**config.mk**
```make
export PLATFORM = sky130hd
export DESIGN_NAME = led_counter_arbiter
export DESIGN_NICKNAME = d
export VERILOG_FILES = /design/src/rtl/led_counter_arbiter.sv
export SDC_FILE = /design/constraint.sdc
export NUM_CORES = 1
export LEC_CHECK = 0
export CAP_MARGIN = 10
export CELL_PAD_IN_SITES_DETAIL_PLACEMENT = 0
export CELL_PAD_IN_SITES_GLOBAL_PLACEMENT = 2
export CORE_ASPECT_RATIO = 1.4
export CORE_UTILIZATION = 37
export DETAILED_ROUTE_END_ITERATION = 10
export GPL_TIMING_DRIVEN = 0
export PLACE_DENSITY = 0.89
export SLEW_MARGIN = 30
export SYNTH_ARGS = -nofsm -noshare
export SYNTH_HDL_FRONTEND = slang
export SYNTH_SLANG_ARGS = --single-unit
```
**constraint.sdc**
```tcl
create_clock -name clk -period 9.8 [get_ports clk]
set_input_delay 2.94 -clock clk [delete_from_list [all_inputs] [get_ports clk]]
set_output_delay 2.94 -clock clk [all_outputs]
set_load 0.02 [all_outputs]
```
**src/rtl/led_counter_arbiter.sv**
```systemverilog
// Round-robin arbiter serving NUM_REQ button requesters onto one shared LED counter.
// Optional macro SATURATE_EN: inc/dec saturate instead of wrapping.
module led_counter_arbiter #(
   parameter int NUM_REQ     = 4,
   parameter int WIDTH       = 4,
   parameter int HOLD_CYCLES = 12
) (
   input  logic                   clk,
   input  logic                   rst,
   input  logic [NUM_REQ-1:0]     req_pulse,
   input  logic [2*NUM_REQ-1:0]   req_op,
   output logic [WIDTH-1:0]       count,
   output logic [NUM_REQ-1:0]     grant,
   output logic                   busy,
   output logic [7:0]             dropped
);

   localparam int PW = (NUM_REQ > 1) ? $clog2(NUM_REQ) : 1;

   typedef enum logic [1:0] {
      IDLE  = 2'd0,
      APPLY = 2'd1,
      HOLD  = 2'd2
   } state_t;

   state_t                    state, state_nxt;
   logic [NUM_REQ-1:0]        pend;
   logic [NUM_REQ-1:0][1:0]   pend_op;
   logic [PW-1:0]             ptr;
   logic [1:0]                cur_op;
   logic [23:0]               hold_cnt;
   logic                      found, take, hold_done;
   logic [PW-1:0]             winner;
   logic [NUM_REQ-1:0]        win_oh, drop_vec;
   logic [3:0]                drop_n;
   logic [8:0]                drop_sum;
   int                        idx;

   // Round-robin search: first pending slot at or after ptr.
   always_comb begin
      found  = 1'b0;
      winner = '0;
      idx    = 0;
      for (int k = 0; k < NUM_REQ; k++) begin
         idx = int'(ptr) + k;
         if (idx >= NUM_REQ) idx = idx - NUM_REQ;
         if (!found && pend[idx]) begin
            found  = 1'b1;
            winner = PW'(idx);
         end
      end
   end

   assign take      = (state == IDLE) && found;
   assign win_oh    = take ? (NUM_REQ'(1) << winner) : '0;
   assign hold_done = (hold_cnt == 24'(HOLD_CYCLES - 1));
   assign busy      = (state == APPLY) || (state == HOLD);

   // A press on a slot that is being granted this cycle reloads it instead of dropping.
   assign drop_vec = req_pulse & pend & ~win_oh;

   always_comb begin
      drop_n = '0;
      for (int i = 0; i < NUM_REQ; i++)
         drop_n = drop_n + {3'b000, drop_vec[i]};
      drop_sum = {1'b0, dropped} + {5'b00000, drop_n};
   end

   always_comb begin
      state_nxt = state;
      case (state)
         IDLE:    if (found) state_nxt = APPLY;
         APPLY:   state_nxt = (HOLD_CYCLES > 0) ? HOLD : IDLE;
         HOLD:    if (hold_done) state_nxt = IDLE;
         default: state_nxt = IDLE;
      endcase
   end

   always_ff @(posedge clk) begin
      if (rst) begin
         state    <= IDLE;
         count    <= '0;
         grant    <= '0;
         dropped  <= '0;
         pend     <= '0;
         pend_op  <= '0;
         ptr      <= '0;
         cur_op   <= 2'b11;
         hold_cnt <= '0;
      end else begin
         state    <= state_nxt;
         grant    <= win_oh;
         hold_cnt <= (state == HOLD && !hold_done) ? hold_cnt + 24'd1 : 24'd0;
         dropped  <= drop_sum[8] ? 8'hFF : drop_sum[7:0];
         if (take) begin
            cur_op <= pend_op[winner];
            ptr    <= (int'(winner) == NUM_REQ - 1) ? '0 : winner + 1'b1;
         end
         for (int i = 0; i < NUM_REQ; i++) begin
            if (win_oh[i]) pend[i] <= 1'b0;
            if (req_pulse[i] && !drop_vec[i]) begin
               pend[i]    <= 1'b1;
               pend_op[i] <= req_op[2*i +: 2];
            end
         end
         if (state == APPLY) begin
            case (cur_op)
`ifdef SATURATE_EN
               2'b00:   if (count != '1) count <= count + 1'b1;
               2'b01:   if (count != '0) count <= count - 1'b1;
`else
               2'b00:   count <= count + 1'b1;
               2'b01:   count <= count - 1'b1;
`endif
               2'b10:   count <= '0;
               default: count <= count;
            endcase
         end
      end
   end

endmodule
```
# Yosys cells after proc, flatten, opt, wreduce, memory -nomap -nowiden
# Cells that the tools add are included.
# totals
word_cells	121
regBits	58
input_bits	14
output_inout_bits	17
# op_classes
n_eq_ne	8
n_mux	41
magnitude_cmp	9
shifts	1
reduce_logical	28
add_sub_neg	15
n_bitwise	4
# ops
cell	count
less-than comparator 32 x 4 -> 1 bit (second input constant)	4
2-to-1 mux 32 bit	4
adder 24 x 1 -> 24 bit (second input constant)	1
equality test 24 x 4 -> 1 bit (second input constant)	1
2-to-1 mux 1 bit	20
2-to-1 mux 2 bit	8
one-hot mux 4 bit (3 select lines)	1
subtractor 3 x 3 -> 4 bit (second input constant)	3
adder 8 x 4 -> 9 bit	1
>= comparator 3 bit (second input constant)	3
logical AND 1 bit	9
AND 4 bit	2
binary-select mux 1 bit (select 2 bit)	4
zero test 1 bit	8
2-to-1 mux 8 bit	1
nonzero test 2 bit	4
adder 2 x 2 -> 3 bit (second input constant)	2
equality test 2 x 1 -> 1 bit (second input constant)	3
one-hot mux 2 bit (3 select lines)	1
adder 3 x 1 -> 4 bit	1
adder 4 x 1 -> 4 bit (second input constant)	1
binary-select mux 2 bit (select 2 bit)	1
equality test 2 bit (second input constant)	2
zero test 2 bit	2
other kinds (17)	19

# Longest topological paths before layout
# Gate-level depths: netlist of the first run.
# depth
word_depth	24
depth_mapped	15
mapped_depth_nobuf	15

# Worst setup path after synthesis of the first run
# Ideal clock, no wire load.
# synth_path
kind	input to register
startpoint	input port req_pulse[0]
endpoint	register dropped[0]
setup_ns	0.071
path_buffers	0
stages	8
arrival_time_ns	4.715
slack_ns	5.014
required_time_ns	9.729
cell_sequence	nand2_1 -> fa_1 -> fa_1 -> inv_1 -> fa_1 -> and3_1 -> nand3_1 -> a21oi_1
# synth_via
elab_chain_cells	7
# synth_rtl
element	line	source
start: declaration	10	input logic [NUM_REQ-1:0] req_pulse,
AND 4 bit (2 in series)	60	assign drop_vec = req_pulse & pend & ~win_oh;
adder 1 x 1 -> 2 bit	65	drop_n = drop_n + {3'b000, drop_vec[i]};
adder 2 x 1 -> 3 bit	65	
adder 3 x 1 -> 4 bit	65	
adder 8 x 4 -> 9 bit	66	drop_sum = {1'b0, dropped} + {5'b00000, drop_n};
2-to-1 mux 8 bit	94	dropped <= drop_sum[8] ? 8'hFF : drop_sum[7:0];
end signal: assignment	94	
end: declaration	15	output logic [7:0] dropped
# No other way between the ends.
# A chain may end at the register's enable or synchronous reset.

# Final worst setup path of the first run
# Ends and elaborated chain as after synthesis.

==> results.tsv, run 1 <==
metric	value	unit
status	finished, final reports clean	
number of CTS-inserted buffers	9	
pre-CTS WS	4.215	ns
post-detail-place hpwl	4285	um
clock skew	0.01107	ns
Max Clock Freq	191.6	MHz
Unique masters post-synth	39	
Mapped Cells	306	
synth top area cells	dfxtp_1 (42%), nor2_1 (7.5%), xor2_1 (6.3%)	
post-CTS setup buffer count	0	
startpoint of the worst hold path	hold_cnt[0]$_SDFF_PP0_	
Initial Util	39.08	%
Net count, final	375	
Clk Latency, worst-skew pair	0.34	ns
CTS tree	built	
die height	104.3	um
Via Count	2174	
Rows	36	
initial antenna violation count	0	
async set-reset flop share out of synthesis	0	%
post-DR wirelength/cell	12.87	um
CP required	10.06	ns
Core Util, Final	47.75	%
first-pass detailed-route iteration total	4	
remaining antenna violation count	0	
Crit. End Element	flip-flop	
FF-to-FF End	dropped[0]$_SDFF_PP0_	
r2r worst-path depth	14	
layout cells sized above 1	7.429	%
Routability Congestion	0.7794	
Avg Inst Size Synth	9.032	um^2
WHS	0.4943	ns
Worst setup SP type	input pin	
Min-Delay Endpoint	hold_cnt[0]$_SDFF_PP0_	
port bufs	29	
vias per cell	4.885	
number of synthesized register bits	58	
Mapped Area	0.002764	mm^2
EDFF count, synth	0	
# DRC	0	
synthesis-to-finish area growth	22.18	%
final worst-path cycle share	53.27	%
Slew HR	62.70	%
final instance area	0.003377	mm^2
GRT overflow	0	
Peak supply drop	0.1082	mV
setup ws final	4.580	ns
# IOs	31	
clock slew at reported path FFs	0.06	ns
Synth Warn #	0	
static leakage	1.341	nW
Seq/Total Area, Yosys	42.01	%
Power Density	187.1	mW/mm^2
core box area	0.007072	mm^2
H-tree levels	3	
crit path time final	5.220	ns
# clock sinks	58	
Reg2Reg Setup Slack	6.14	ns
DP Area	0.003173	mm^2
Post-CTS Hold Buffers	0	
Iter 0 DRT Violations	60	
Synth top area share	42.01	%
max-slew violation count	0	
maxcap violations	0	
setup TNS	0	ns
largest net degree at the start of global routing	11	
vias in the first global route	2167	
PostCTS Resize Cnt	0	
RSZ-0062 raised after global routing	no	
Synth Flop Type	dfxtp_1	
biggest area consumer among synthesized cells	dfxtp_1	
Hold Fails Final Rpt	0	
post-synth net total	335	
CTS Root Cell	clkbuf_8	
hold path depth	1	
Total Wirelength	5726	um
final setup vio count	0	
r2r startpoint	pend[0]$_SDFFE_PP0P_	
worst-path maximum fanout	6	
maximum clock insertion buffer count	2	
most frequent cells after synthesis	dfxtp_1 (58), nor2_1 (55), nand2_1 (21)	
Critical Path AT	5.48	ns
Antenna diodes	0	
CP Class	in -> reg	
global-route wire length before repair	9687	um
die area	0.007825	mm^2
top-count cell post-synth	dfxtp_1	
Total GRT Usage	16.61	%
Tightest Hold Check Type	reg -> reg	
Worst-Margin Slew	0.5595	ns
Die X	75.05	um
-- metrics by stage --
stage / power, mW / std cells
2_1_floorplan: 0.3659 / 306
3_3_place_gp: 0.4103 / 430
5_1_grt: 0.6730 / 445
4_1_cts: 0.6407 / 445
6_report: 0.6319 / 445
3_5_place_dp: 0.4120 / 430
-- per-layer routing --
layer	vias to the layer above	wire (um)	GRT usage (%)
met4	0	100	7.278
li1	1122	-	-
met3	8	204	4.457
met5	-	0	0
met2	40	3067	29.02
met1	1004	2353	18.10
-- cells by family after synthesis --
group	count (synthesis)	share of synthesized area (%)
compound gates	33	8.103
xor+xnor	27	8.556
fa+ha+maj	15	7.877
buf+inv	22	3.078
flops	58	42.01
mux	13	5.613
simple gates	138	24.76
-- cell usage in the layout, fill, tap and decap left out, drive strengths merged, types with 2 or more instances in the layout --
| cell type | instances |
|---|---|
| dfxtp | 58 |
| nor2 | 55 |
| clkdlybuf4s50 | 29 |
| nand2 | 21 |
| xor2 | 20 |
| clkbuf | 19 |
| a21oi | 15 |
| inv | 14 |
| nand3 | 13 |
| mux2i | 11 |
| ha | 11 |
| nand4 | 8 |
| nor2b | 7 |
| xnor2 | 7 |
| and2 | 6 |
| nor3 | 6 |
| nor4 | 6 |
| nand2b | 4 |
| o21ai | 4 |
| and3 | 4 |
| and4 | 4 |
| fa | 4 |
| a21o | 3 |
| o22ai | 2 |
| a21boi | 2 |
| mux4 | 2 |
| buf | 2 |
| a22oi | 2 |
-- worst max path at each step --
stage	startpoint	to	slack [ns]
final	req_pulse[0]	dropped[0]$_SDFF_PP0_	4.58
after global placement	req_pulse[0]	dropped[4]$_SDFF_PP0_	4.23
after CTS	req_pulse[0]	dropped[0]$_SDFF_PP0_	4.56
after floorplan	req_pulse[0]	dropped[0]$_SDFF_PP0_	5.01
after detailed placement	req_pulse[0]	dropped[0]$_SDFF_PP0_	4.21
after global routing	req_pulse[0]	dropped[1]$_SDFF_PP0_	4.42
-- report_power, final --
| group | leakage (nW) | switching (mW) | internal, mW |
|---|---|---|---|
| Sequential | 0.472 | 0.0173 | 0.254 |
| Combinational | 0.763 | 0.0731 | 0.0623 |
| Clock | 0.106 | 0.0892 | 0.136 |
-- area by class of cell --
type                    instances  area (um^2)
clock inverters                 2        35.03
fillers                       714         3695
flip-flops and latches         58         1161
plain buffers                   8        32.53
repair buffers                 29        290.3
inverters                      14        52.55
clock buffers                  13        168.9
well taps                      95        118.9
multi-input cells             226         1518
-- sequential cells by signal, indices dropped and copies added (netlist names), 4 cells and up --
name and count:
grant 4, dropped 8, count 4, pend_op 8, pend 4, hold_cnt 24
-- critical path: stages --
cell             delay [ns]
clkdlybuf4s50_1        0.50
nand2_1                0.11
fa_1                   0.50
fa_1                   0.46
inv_1                  0.09
fa_1                   0.24
and3_1                 0.21
nand3_1                0.22
a21oi_1                0.21
Note: power is estimated with default switching activity, not from simulation.
==> run 2, diff against run 1 <==
--- a/config.mk
+++ b/config.mk
@@ -9,10 +9,10 @@
 export CELL_PAD_IN_SITES_DETAIL_PLACEMENT = 0
 export CELL_PAD_IN_SITES_GLOBAL_PLACEMENT = 2
 export CORE_ASPECT_RATIO = 1.4
-export CORE_UTILIZATION = 37
+export CORE_UTILIZATION = 34
 export DETAILED_ROUTE_END_ITERATION = 10
 export GPL_TIMING_DRIVEN = 0
-export PLACE_DENSITY = 0.89
+export PLACE_DENSITY = 0.83
 export SLEW_MARGIN = 30
 export SYNTH_ARGS = -nofsm -noshare
 export SYNTH_HDL_FRONTEND = slang
==> constraint.sdc (replaced) <==
create_clock -name clk -period 5.2 [get_ports clk]
set_input_delay 1.56 -clock clk [delete_from_list [all_inputs] [get_ports clk]]
set_output_delay 1.56 -clock clk [all_outputs]
set_load 0.02 [all_outputs]
==> run 2 against run 1 <==
Non-clock buffer count is the same. Clock skew down 0.0044 ns. Largest power group unchanged. Hold slack worse by 0.0029 ns. Sequential share of layout area up 0.13 points. Core utilization fell by 4.6 points.
==> results.tsv, run 2 (synthesized netlist as in run 1, its figures left out) <==
metric	value	unit	change
Post-CTS Hold Buffers	0		unchanged
max-slew violation count	0		unchanged
setup TNS	0	ns	unchanged
clock power share	34.2	%	-1.5 points
Reg with most FFs	hold_cnt		
Routability Congestion	0.8023		+2.9%
GRT overflow	0		unchanged
critical path's largest stage delay	0.51	ns	about the same
H-tree levels	3		unchanged
Total GRT Usage	15.28	%	-1.3 points
r2r startpoint	pend[0]$_SDFFE_PP0P_		
max FFs per register	24		unchanged
setup ws final	1.356	ns	-3.224 ns
CP Class	in -> reg		
# DRC	0		unchanged
Sw Share	30.06	%	+1.6 points
first-pass detailed-route iteration total	4		unchanged
critical path's slowest cell	clkdlybuf4s50_1		
final instance area	0.003364	mm^2	-0.37%
maxcap violations	0		unchanged
CP required	5.46	ns	-4.60 ns
WP buf/inv	2		unchanged
Stages on worst setup path	9		unchanged
Critical Path AT	4.10	ns	-1.38 ns
combinational fraction of design power	22.0	%	+0.6 points
largest net degree at the start of global routing	11		unchanged
Clk Latency, worst-skew pair	0.33	ns	about the same
Crit. End Element	flip-flop		
Die X	78.20	um	+4.2%
final setup vio count	0		unchanged
Worst setup SP type	input pin		
Hold Fails Final Rpt	0		unchanged
Largest regs	hold_cnt (24), dropped (8), pend_op (8)		
crit-path leading delay family	adder cells		
CTS Root Cell	clkbuf_8		
most used cell, CP	fa_1		
status	finished, final reports clean		
number of CTS-inserted buffers	9		unchanged
startpoint of the worst hold path	pend_op[4]$_SDFFE_PP0P_		
port bufs	29		unchanged
vias in the first global route	2229		+2.9%
Net count, final	375		unchanged
Peak supply drop	0.1622	mV	+50%
remaining antenna violation count	0		unchanged
core box area	0.007797	mm^2	+10%
Flop pwr share	43.7	%	+0.8 points
clock slew at reported path FFs	0.07	ns	about the same
post-CTS setup buffer count	0		unchanged
Iter 0 DRT Violations	81		+35%
sequence of cells on the critical path	clkdlybuf4s50_1 > nand2_1 > fa_1 > fa_1 > inv_1 > fa_1 > and3_1 > nand3_1 > a21oi_1		
Power Density	345.7	mW/mm^2	+85%
Core Util, Final	43.15	%	-4.6 points
# clock sinks	58		unchanged
Max Clock Freq	260.1	MHz	
static leakage	1.331	nW	-0.72%
Crit. Startpoint	req_pulse[0]		
die area	0.008499	mm^2	+8.6%
# IOs	31		unchanged
CTS tree	built		
final worst-path cycle share	73.93	%	
worst-path maximum fanout	6		unchanged
Slew HR	63.83	%	+1.1 points
pre-CTS WS	0.9752	ns	-3.240 ns
PostCTS Resize Cnt	0		unchanged
r2r worst-path depth	14		unchanged
clock skew	0.006710	ns	-0.004363 ns
post-detail-place hpwl	4352	um	+1.5%
crit path time final	3.844	ns	
Internal	0.8135	mW	+80%
synthesis-to-finish area growth	21.73	%	
DP Area	0.003179	mm^2	+0.20%
global-route wire length before repair	9956	um	+2.8%
commonest non-fill, non-tap cell in the layout	dfxtp_1		
Total Wirelength	5746	um	+0.35%
die height	108.7	um	+4.2%
Initial Util	35.45	%	-3.6 points
post-DR wirelength/cell	12.74	um	-0.99%
Via Count	2198		+1.1%
most frequent cells in the layout	dfxtp_1 (58), nor2_1 (55), clkdlybuf4s50_1 (29)		
crit path to	dropped[0]$_SDFF_PP0_		
Rows	38		+5.6%
RSZ-0062 raised after global routing	no		
Tightest Hold Check Type	reg -> reg		
Worst-Margin Slew	0.5381	ns	-0.02134 ns
FF-to-FF End	dropped[0]$_SDFF_PP0_		
Antenna diodes	0		unchanged
vias per cell	4.874		-0.24%
maximum clock insertion buffer count	2		unchanged
P_sw	0.3496	mW	+95%
layout cells sized above 1	7.692	%	+0.26 points
Reg2Reg Setup Slack	1.59	ns	-4.55 ns
Power Total	1.163	mW	+84%
initial antenna violation count	0		unchanged
-- run 2: cell count changes in the layout (fill, tap and decap cells not counted) --
cell	change
clkinv_2	+3
clkbuf_8	-3
clkinvlp_4	+1
-- run 2: final cells by class --
class                           count  area [um^2]
Timing Repair Buffer               29        290.3
Multi-Input combinational cell    226         1518
Fill cell                         834         4433
Buffer                              8        32.53
Clock inverter                      6        57.56
Tap cell                          100        125.1
Clock buffer                       10        127.6
Sequential cell                    58         1161
Inverter                           14        52.55
-- run 2: worst min-delay path by stage --
stage | endpoint | cells after the start
floorplan | hold_cnt[0]$_SDFF_PP0_ | 1
global placement | pend_op[2]$_SDFFE_PP0P_ | 2
detailed placement | pend_op[4]$_SDFFE_PP0P_ | 2
CTS | pend_op[4]$_SDFFE_PP0P_ | 2
global route | pend_op[3]$_SDFFE_PP0P_ | 2
finish | pend_op[4]$_SDFFE_PP0P_ | 2
-- run 2: worst reg2reg max path: stages, from the launching register on --
cell and delay (ns):
dfxtp_1 0.39, nor2b_1 0.22, nor2_1 0.07, o22ai_2 0.30, inv_1 0.11, ha_1 0.20
a21oi_1 0.23, nand2_1 0.13, fa_1 0.47, fa_1 0.46, inv_1 0.08, fa_1 0.25
and3_1 0.22, nand3_1 0.22, a21oi_1 0.20
-- run 2: per-layer routing --
layer / up-vias / routed length, um / track usage, %
li1: 1119 / - / -
met1: 1037 / 2410 / 15.97
met2: 31 / 3029 / 28.32
met3: 11 / 167 / 3.096
met4: 0 / 139 / 8.466
met5: - / 0 / 0
-- run 2: power by group through the flow --
stage	sequential [mW]	clock, mW	combinational [mW]
after global placement	0.520	0	0.256
final	0.509	0.398	0.256
after detailed placement	0.519	0	0.259
after CTS	0.509	0.410	0.261
after floorplan	0.528	0	0.161
after global routing	0.514	0.429	0.291
-- run 2: metrics by stage --
stage,instances,hold WS [ns]
floorplan,306,0.4453
global placement,435,0.4703
detailed placement,435,0.4825
CTS,451,0.4991
global route,451,0.5297
finish,451,0.4914
